<file path="src/rtl/dmem_arb_pkg.sv">
// Shared types and widths for the data-memory arbiter.
// Exports ADDR_W, DATA_W, arb_state_t and port_id_t.
package dmem_arb_pkg;

  localparam int ADDR_W = 16;
  localparam int DATA_W = 16;

  typedef enum logic [1:0] {
    ARB   = 2'd0,
    LOCK0 = 2'd1,
    LOCK1 = 2'd2
  } arb_state_t;

  typedef logic port_id_t;

endpackage

</file>
<file path="src/rtl/dmem_arbiter_rr_pick2.sv">
// rr_pick2: combinational two-way round-robin select.
// Ports: req[1:0], prio in; one-hot gnt[1:0] and winner id out.
module rr_pick2
  import dmem_arb_pkg::*;
(
  input  logic [1:0] req,
  input  port_id_t   prio,
  output logic [1:0] gnt,
  output port_id_t   id
);

  always_comb begin
    gnt = 2'b00;
    id  = prio;
    unique case (req)
      2'b01: begin
        gnt = 2'b01;
        id  = 1'b0;
      end
      2'b10: begin
        gnt = 2'b10;
        id  = 1'b1;
      end
      2'b11: begin
        gnt[prio] = 1'b1;
        id        = prio;
      end
      default: ;
    endcase
  end

endmodule

</file>
<file path="src/rtl/dmem_arbiter.sv">
// dmem_arbiter: two-port round-robin arbiter in front of dmem.
// Ports: clk, reset (sync, active-high); per port pX_req/we/addr/wd
// in, pX_gnt (comb), pX_rvalid/pX_rd (registered) out; dmem
// mw/addr/wd out, rd in. DMEM_ARB_LOCK_EN adds p0_lock/p1_lock
// and a bounded lock state machine.
module dmem_arbiter #(
  parameter int ADDR_W   = dmem_arb_pkg::ADDR_W,
  parameter int DATA_W   = dmem_arb_pkg::DATA_W,
  parameter int MAX_LOCK = 8
) (
  input  logic              clk,
  input  logic              reset,
  input  logic              p0_req,
  input  logic              p0_we,
  input  logic [ADDR_W-1:0] p0_addr,
  input  logic [DATA_W-1:0] p0_wd,
  output logic              p0_gnt,
  output logic              p0_rvalid,
  output logic [DATA_W-1:0] p0_rd,
  input  logic              p1_req,
  input  logic              p1_we,
  input  logic [ADDR_W-1:0] p1_addr,
  input  logic [DATA_W-1:0] p1_wd,
  output logic              p1_gnt,
  output logic              p1_rvalid,
  output logic [DATA_W-1:0] p1_rd,
`ifdef DMEM_ARB_LOCK_EN
  input  logic              p0_lock,
  input  logic              p1_lock,
`endif
  output logic              mw,
  output logic [ADDR_W-1:0] addr,
  output logic [DATA_W-1:0] wd,
  input  logic [DATA_W-1:0] rd
);

  import dmem_arb_pkg::*;

  port_id_t   prio;
  port_id_t   id;
  logic [1:0] req;
  logic [1:0] gnt;
  logic       rd0;
  logic       rd1;

`ifdef DMEM_ARB_LOCK_EN
  localparam int CNT_W = $clog2(MAX_LOCK + 1);

  arb_state_t       state;
  arb_state_t       state_nxt;
  logic [CNT_W-1:0] cnt;
  logic [CNT_W-1:0] cnt_nxt;
  logic             exit;

  // While locked, only the lock owner may compete.
  always_comb begin
    req = {p1_req, p0_req};
    unique case (state)
      LOCK0:   req[1] = 1'b0;
      LOCK1:   req[0] = 1'b0;
      default: ;
    endcase
    if (reset) req = 2'b00;
  end

  always_comb begin
    state_nxt = state;
    cnt_nxt   = cnt;
    exit      = 1'b0;
    unique case (state)
      LOCK0: begin
        if (gnt[0]) cnt_nxt = cnt + 1'b1;
        if (!p0_lock ||
            (gnt[0] && cnt_nxt == CNT_W'(MAX_LOCK))) begin
          state_nxt = ARB;
          exit      = 1'b1;
        end
      end
      LOCK1: begin
        if (gnt[1]) cnt_nxt = cnt + 1'b1;
        if (!p1_lock ||
            (gnt[1] && cnt_nxt == CNT_W'(MAX_LOCK))) begin
          state_nxt = ARB;
          exit      = 1'b1;
        end
      end
      default: begin
        // A single-grant cap means a lock could never extend.
        if (MAX_LOCK > 1) begin
          if (gnt[0] && p0_lock) begin
            state_nxt = LOCK0;
            cnt_nxt   = CNT_W'(1);
          end else if (gnt[1] && p1_lock) begin
            state_nxt = LOCK1;
            cnt_nxt   = CNT_W'(1);
          end
        end
      end
    endcase
  end

  always_ff @(posedge clk) begin
    if (reset) begin
      state <= ARB;
      cnt   <= '0;
    end else begin
      state <= state_nxt;
      cnt   <= cnt_nxt;
    end
  end
`else
  assign req = reset ? 2'b00 : {p1_req, p0_req};
`endif

  rr_pick2 u_pick (
    .req  (req),
    .prio (prio),
    .gnt  (gnt),
    .id   (id)
  );

  assign p0_gnt = gnt[0];
  assign p1_gnt = gnt[1];

  always_comb begin
    mw   = 1'b0;
    addr = '0;
    wd   = '0;
    unique case (1'b1)
      gnt[0]: begin
        mw   = p0_we;
        addr = p0_addr;
        wd   = p0_wd;
      end
      gnt[1]: begin
        mw   = p1_we;
        addr = p1_addr;
        wd   = p1_wd;
      end
      default: ;
    endcase
  end

  assign rd0 = gnt[0] & ~p0_we;
  assign rd1 = gnt[1] & ~p1_we;

  always_ff @(posedge clk) begin
    if (reset) begin
      prio <= 1'b0;
    end else if (|gnt) begin
      prio <= ~id;
`ifdef DMEM_ARB_LOCK_EN
    end else if (exit) begin
      // Lock released without a grant: hand turn to the other port.
      prio <= (state == LOCK0) ? 1'b1 : 1'b0;
`endif
    end
  end

  always_ff @(posedge clk) begin
    if (reset) begin
      p0_rvalid <= 1'b0;
      p1_rvalid <= 1'b0;
      p0_rd     <= '0;
      p1_rd     <= '0;
    end else begin
      p0_rvalid <= rd0;
      p1_rvalid <= rd1;
      if (rd0) p0_rd <= rd;
      if (rd1) p1_rd <= rd;
    end
  end

endmodule

</file>
<file path="config.mk">
export PLATFORM = sky130hd
export DESIGN_NAME = dmem_arbiter
export DESIGN_NICKNAME = d
export VERILOG_FILES = /design/src/rtl/dmem_arb_pkg.sv /design/src/rtl/dmem_arbiter_rr_pick2.sv /design/src/rtl/dmem_arbiter.sv
export SDC_FILE = /design/constraint.sdc
export NUM_CORES = 1
export LEC_CHECK = 0
export ABC_AREA = 1
export CAP_MARGIN = 30
export CORE_MARGIN = 2
export CORE_UTILIZATION = 37
export DETAILED_ROUTE_END_ITERATION = 12
export HOLD_SLACK_MARGIN = 0.12
export PLACE_DENSITY_LB_ADDON = 0.25
export SLEW_MARGIN = 10
export SYNTH_ARGS = -nofsm -noshare
export SYNTH_HDL_FRONTEND = slang
export SYNTH_SLANG_ARGS = --single-unit
</file>
<file path="constraint.sdc">
create_clock -name clk -period 2.3 [get_ports clk]
set_input_delay 0.23 -clock clk [delete_from_list [all_inputs] [get_ports clk]]
set_output_delay 0.23 -clock clk [all_outputs]
set_load 0.005 [all_outputs]
</file>
Word level (Yosys, flattened, before mapping) --
Index checks and enable logic that the tools add are counted.
Word-level totals: output and inout port bits 69, flip-flop bits (word level) 35
Operators by class: reductions and logical operators 2, order comparisons 2, eq/ne operators 3, muxes and demuxes 8, bitwise logic cells 5
Operator list (count):
- case mux 16 bit (2 select lines) | 2
- case mux 2 bit (3 select lines) | 1
- == test 2 bit (second input constant) | 2
- case mux 1 bit (2 select lines) | 2
- inverter 1 bit | 3
- bitwise AND 1 bit | 2
- == test 2 x 1 -> 1 bit (second input constant) | 1
- less-than comparator 1 x 2 -> 1 bit (second input constant) | 1
- 2-to-1 mux 2 bit | 1
- OR reduction 2 bit | 1
- demux 1 bit (select 1 bit) | 1
- greater-or-equal comparator 1 bit (second input constant) | 1
- logical AND 1 bit | 1
- 2-to-1 mux 1 bit | 1

Longest topological paths before layout --
Gate-level depths: netlist of run 1.
depth after elaboration 6, depth in mapped cells 12

By module --
Synthesis of run 1 repeated with hierarchy kept, for this count alone.
Second synthesis, totals: cells, all modules 328, area, all modules 1905.6 µm²
Modules (own cells, without submodules):
- dmem_arbiter | instances 1, seq. area each 700.7 µm², area each 1829.3 µm², cells each 314
- rr_pick2 | instances 1, seq. area each 0.0 µm², area each 76.3 µm², cells each 14

Least setup slack after synthesis of run 1 --
Ideal clock, no wire load.
path kind input-to-output, from in p1_req, to out addr[15], data arrival time 1.237 ns, path slack 0.833 ns, stages 10, cells stage by stage inv_1 > nor2_1 > ha_1 > nand2_1 > inv_1 > nand2_1 > nand2_2 > clkbuf_1 > nand2_1 > nand2_1
Between the ends: longest elaborated chain between the ends 4
RTL lines:
- start, declared | line dmem_arbiter.sv:20 | input logic p1_req,
- 2-to-1 mux 2 bit * | line dmem_arbiter.sv:112 | assign req = reset ? 2'b00 : {p1_req, p0_req};
- == test 2 bit / == test 2 x 1 -> 1 bit (equally long branches) | line dmem_arbiter_rr_pick2.sv:15 | unique case (req)
- case mux 2 bit (3 select lines) * | line dmem_arbiter_rr_pick2.sv:15
- case mux 16 bit (2 select lines) * | line dmem_arbiter.sv:129 | unique case (1'b1)
- end, declared | line dmem_arbiter.sv:32 | output logic [ADDR_W-1:0] addr,
Mark *: on every way between the ends. The rest lies on a longest branch, timed or not.

Worst setup path after layout of run 1 --
from in reset, to out wd[14]
Between the ends: longest elaborated chain between the ends 4
RTL lines:
- start, declared | line dmem_arbiter.sv:12 | input logic reset,
- 2-to-1 mux 2 bit * | line dmem_arbiter.sv:112
- == test 2 bit / == test 2 x 1 -> 1 bit (equally long branches) | line dmem_arbiter_rr_pick2.sv:15
- case mux 2 bit (3 select lines) * | line dmem_arbiter_rr_pick2.sv:15
- case mux 16 bit (2 select lines) * | line dmem_arbiter.sv:129
- end, declared | line dmem_arbiter.sv:33 | output logic [DATA_W-1:0] wd,
Marked as above.

==> out/results.tsv, run 1 <==
metric	value	unit
status	finished, final reports clean	
dpl_cell_area	3760	um^2
holdCritPathClass	reg2reg	
max_slew_margin	75.9	%
yosysWarnings	0	
peakVddDrop	0.277	mV
drv_slew	0	
nFillCells	450	
period_share	88.3	%
grt_pass1_vias	2402	
ys_seq_elements	35	
clock_skew	0.00796	ns
synth_cell_type_count	19	
clock_path_buffers	2	
maxCapViolCount	0	
wl_per_cell	12.5	um
rsz0062_at_grt	no	
wl	7740	um
max_freq	493	MHz
p_leak	2.48	nW
via_per_inst	4.37	
ios	155	
setup_viol_count_final	0	
post-route-util	74.6	%
vias	2703	
start_util	38.0	%
comb_power_share	33.3	%
p_clk_share	28.6	%
syn_nets	463	
ys_seq_area_share	33.7	%
rows	27	
multi_input_area	1020	um^2
period_minus_slack	2.03	ns
regArea	701	um^2
antenna_found_initial	0	
cpMostUsedCell	nand2_1	
worstSetupPathType	in2out	
tns	0	ns
critPathLaunchType	primary input	
worstPathArrival	1.80	ns
synthToLayoutAreaGrowth	96.3	%
antennaDiodeCount	0	
syn-mean-instance-area	5.55	um^2
p_per_area	422	nW/um^2
numCtsBuffers	5	
drtAntennaViolNets	0	
die_w	79.0	um
crit_chain	dlygate4sd2_1, nor2_2, ha_2, nand2_1, inv_1, nand2_1, nand2_4, buf_4, clkbuf_16, buf_4, nand2_1, nand2_1, dlymetal6s2s_1	
h-tree-depth	2	
finalNetCount	633	
grt_pass1_wl	10700	um
numPlacedInstances	598	
tritoncts	built	
dieArea	6240	um^2
route.detailed.drc	0	
cts.sinks	35	
cp_slowest_stage_delay	0.30	ns
path_clk_slew	0.07	ns
crit_path_end_kind	primary output	
root_buffer	clkbuf_8	
dp_hpwl	5310	um
hold_violations	0	
grt_max_degree	34	
clock_latency	0.29	ns
grt_overflow	0	
cp_top_family	buffers and inverters	
p_switching	462	uW
syn_area	2080	um^2
seqPwrFrac	38.1	%
drt-initial-drc-count	93	
fin_cells	618	
path_buf_inv	6	
portBuffers	154	
die_y	79.0	um
tightestPinTransition	0.361	ns
p_sw_share	26.8	%
drive_above_1_share	8.79	%
postLayoutCellArea	4080	um^2
first_pass_iters	4	
coreArea	5470	um^2
syn-instance-count	375	
gp_congestion	0.787	
cpMaxStageDelayCell	dlygate4sd2_1	
path_max_fanout	4	
grt.total_usage	21.5	%
crit_required	2.07	ns
intPower	1.26	mW
synthesized netlist by cell type:
master / instances / share of area [%]
buf_1: 3 / 0.54
a21oi_1: 1 / 0.24
nand3_1: 19 / 4.6
nor2_1: 50 / 9.0
nor2_2: 1 / 0.30
buf_4: 4 / 1.4
buf_6: 1 / 0.54
nand2_1: 169 / 31
clkbuf_1: 2 / 0.36
dfxtp_1: 35 / 34
buf_2: 6 / 1.4
o21ai_0: 1 / 0.24
ha_1: 2 / 1.2
clkinv_1: 1 / 0.18
nand3_4: 1 / 0.84
inv_1: 68 / 12
inv_2: 6 / 1.1
o22ai_1: 1 / 0.30
nand2_2: 4 / 1.2
routing by layer:
| metal | global-route usage (%) | share of wire (%) | routed length, um |
|---|---|---|---|
| met1 | 24.9 | 42 | 3230 |
| met2 | 36.9 | 49 | 3810 |
| met3 | 5.57 | 5.5 | 424 |
| met4 | 10.0 | 3.5 | 273 |
| met5 | 0 | 0 | 0 |
flip-flops by register name, summed over array words and instances, names as in the netlist:
register   flops
prio           1
p1_rvalid      1
p0_rvalid      1
p1_rd         16
p0_rd         16
kinds of logic after synthesis:
logic type      count (synthesis)  synth area share, %
simple gates                  244                 46.5
flops                          35                 33.7
buf+inv                        91                 17.9
compound gates                  3                0.782
fa+ha+maj                       2                 1.20
final timing paths:
| kind | start | endpoint | slack (ns) | cells past startpoint |
|---|---|---|---|---|
| min | p1_rd[8]$_SDFFE_PP0P_ | p1_rd[8]$_SDFFE_PP0P_ | 0.51 | 4 |
| min reg2reg | p1_rd[8]$_SDFFE_PP0P_ | p1_rd[8]$_SDFFE_PP0P_ | 0.51 | 4 |
| max reg2reg | prio$_SDFFE_PP0P_ | p1_rd[11]$_SDFFE_PP0P_ | 0.68 | 10 |
| max | reset | wd[14] | 0.27 | 13 |
through the flow:
stage	setup slack, ns	power (mW)	hold slack (ns)
3_5_place_dp	-0.0814	1.22	0.501
5_1_grt	0.164	1.82	0.543
3_3_place_gp	-0.0713	1.21	0.496
2_1_floorplan	0.833	0.859	0.365
6_report	0.270	1.72	0.511
4_1_cts	-0.0759	1.71	0.514
worst min-delay path, delay by kind of cell (launching register included):
kind / cells / cell delay, ns
flops: 1 / 0.31
buf+inv: 2 / 0.09
simple gates: 2 / 0.07
cells in the final DEF, fill, tap and decap left out:
cell and n:
nand2_1 169, clkdlybuf4s50_1 116, inv_1 68, nor2_1 49
dfxtp_1 35, dlymetal6s2s_1 31, nand3_1 19, buf_4 18
clkbuf_8 7, inv_2 5, dlygate4sd2_1 5, nand2_2 3
clkbuf_16 3, buf_12 3, clkbuf_2 2, nor2_4 1
nor2_2 1, inv_4 1, nand2_4 1, clkinv_1 1
o22ai_1 1, nand3_4 1, o21ai_0 1, a21oi_1 1
ha_2 1, ha_1 1, clkbuf_1 1, buf_6 1
final cells by class:
class,instances,share of cell area (%)
clock buffer,8,2.45
inverter,75,6.96
multi-input combinational,249,25.0
sequential,35,17.2
tap,72,2.21
timing repair buffer,179,46.2
power groups by stage:
stage | sequential [mW] | combinational [mW] | clock, mW
4_1_cts | 0.657 | 0.543 | 0.505
3_3_place_gp | 0.670 | 0.536 | 0
3_5_place_dp | 0.671 | 0.546 | 0
6_report | 0.657 | 0.573 | 0.492
5_1_grt | 0.661 | 0.627 | 0.533
2_1_floorplan | 0.673 | 0.186 | 0
what timing repair did:
action,4_1_cts,5_1_grt
setup buffers,0,8
resized for setup,6,40
cloned,0,4
endpoints found under the setup margin,33,30
hold buffers,0,0
pin swaps,0,1
No activity file was read; power rests on OpenSTA's default activity.
==> run 2: changes to the inputs <==
Settings changed: REMOVE_ABC_BUFFERS set to 1.
==> run 2 against run 1 <==
Wire length rose by 1.4%. Largest power group unchanged. Count of clock-buffer cells in the layout fell by 3. Sequential cell count did not move. Fmax fell by 2.4%. Register-to-register slack improved by 0.05 ns. Clock power rose by 14%. Critical path type unchanged. Sequential share of layout area rose by 0.095 points. Combinational power fell by 2%. First-iteration DRC count fell by 54%. Worst hold slack improved by 0.0048 ns.
==> out/results.tsv, run 2 (synthesis gave the netlist of run 1 again) <==
metric	value	unit	change
clock_latency	0.29	ns	about the same
grt.total_usage	23.2	%	+1.8 points
drt-initial-drc-count	43		-54%
gp_congestion	0.925		+18%
portBuffers	154		unchanged
worstPathArrival	1.85	ns	+0.05 ns
die_y	79.0	um	unchanged
critPathLaunchType	primary input		
drive_above_1_share	10.2	%	+1.4 points
p_per_area	439	nW/um^2	+4.1%
max_slew_margin	75.0	%	-0.88 points
peakVddDrop	0.423	mV	+53%
antennaDiodeCount	0		unchanged
final_cell_mix	167 x nand2_1, 116 x clkdlybuf4s50_1, 68 x inv_1, 49 x nor2_1, 35 x dfxtp_1		
via_per_inst	4.38		+0.25%
intPower	1.30	mW	+3.5%
tritoncts	built		
maxCapViolCount	0		unchanged
period_minus_slack	2.08	ns	+0.0492 ns
grt_pass1_wl	11500	um	+7.9%
drtAntennaViolNets	0		unchanged
h-tree-depth	2		unchanged
postLayoutCellArea	4060	um^2	-0.55%
wl	7850	um	+1.4%
rsz0062_at_grt	no		
p_clk_share	31.5	%	+2.9 points
die_w	79.0	um	unchanged
finalNetCount	636		+0.47%
route.detailed.drc	0		unchanged
cts.sinks	35		unchanged
status	finished, final reports clean		
p_sw_share	26.9	%	+0.053 points
crit_required	2.07	ns	about the same
ios	155		unchanged
drv_slew	0		unchanged
dpl_cell_area	3780	um^2	+0.73%
p_leak	2.29	nW	-7.6%
hold_violations	0		unchanged
tns	0	ns	unchanged
antenna_found_initial	0		unchanged
dieArea	6240	um^2	unchanged
top_regs	p0_rd (16), p1_rd (16)		
coreArea	5470	um^2	unchanged
grt_max_degree	34		unchanged
crit_path_end_kind	primary output		
numCtsBuffers	5		unchanged
synthToLayoutAreaGrowth	95.2	%	
comb_power_share	31.6	%	-1.7 points
dp_hpwl	5560	um	+4.6%
rows	27		unchanged
period_share	90.4	%	+2.1 points
grt_overflow	0		unchanged
root_buffer	clkbuf_8		
vias	2723		+0.74%
holdCritPathClass	reg2reg		
clock_skew	0.00661	ns	-0.00135 ns
path_clk_slew	0.07	ns	about the same
seqPwrFrac	36.9	%	-1.2 points
ctsHoldBuffers	0		unchanged
max_freq	481	MHz	-2.4%
wl_per_cell	12.6	um	+0.91%
setup_viol_count_final	0		unchanged
clock_path_buffers	2		unchanged
final_common_cell	nand2_1		
p_switching	479	uW	+3.7%
first_pass_iters	6		+2
path_max_fanout	8		+4
start_util	38.0	%	unchanged
worstSetupPathType	in2out		
grt_pass1_vias	2392		-0.42%
tightestPinTransition	0.374	ns	+0.0132 ns
-- run 2: path summary, 6_finish.rpt --
check | from | endpoint | slack, ns | cells after the start
min | p0_rd[6]$_SDFFE_PP0P_ | p0_rd[6]$_SDFFE_PP0P_ | 0.52 | 4
min reg2reg | p0_rd[6]$_SDFFE_PP0P_ | p0_rd[6]$_SDFFE_PP0P_ | 0.52 | 4
max | reset | addr[12] | 0.22 | 13
max reg2reg | prio$_SDFFE_PP0P_ | p1_rd[15]$_SDFFE_PP0P_ | 0.73 | 10
-- run 2: final cells by class --
| class | instances | area (um^2) |
|---|---|---|
| inverters | 75 | 284 |
| clock buffers | 5 | 68.8 |
| clock inverters | 3 | 43.8 |
| fillers | 441 | 1410 |
| well taps | 72 | 90.1 |
| multi-input cells | 249 | 1030 |
| repair buffers | 182 | 1840 |
| flip-flops and latches | 35 | 701 |
-- run 2: critical path, cell delays in order --
cell	delay, ns
dlygate4sd2_1	0.31
nor2_2	0.07
ha_2	0.19
nand2_1	0.07
nand2_2	0.06
nand2_2	0.08
inv_4	0.05
buf_4	0.14
clkbuf_16	0.15
buf_4	0.12
nand2_1	0.05
nand2_1	0.04
dlygate4sd2_1	0.27
-- run 2: routing by layer --
layer	vias up	global-route usage (%)	share of wire (%)
li1	1409	-	-
met3	13	7.73	7.6
met2	95	41.6	50
met5	-	0	0
met4	0	8.62	2.0
met1	1206	25.3	41
-- run 2: power groups by stage --
stage,sequential [mW],combinational (mW),clock [mW]
finish,0.659,0.563,0.561
global route,0.663,0.616,0.594
CTS,0.659,0.540,0.571
detailed placement,0.672,0.555,0
global placement,0.670,0.546,0
floorplan,0.673,0.171,0
-- run 2: timing repair --
action | in CTS | in global routing
cloned | 1 | 2
endpoints found under the setup margin | 34 | 11
buffers inserted | 3 | 8
endpoints found under the hold margin | 0 | 0
pin swaps | 0 | 3
resized for setup | 31 | 26
-- run 2: metrics by stage --
step                instances  hold WS [ns]  util [%]  total power, mW  setup WS, ns
finish                    621         0.516      74.2             1.78         0.220
global route              621         0.547      74.2             1.87         0.118
CTS                       611         0.516      71.6             1.77        -0.107
detailed placement        600         0.502      69.1             1.23        -0.119
global placement          600         0.494      69.1             1.22       -0.0733
floorplan                 359         0.365         -            0.844         0.497
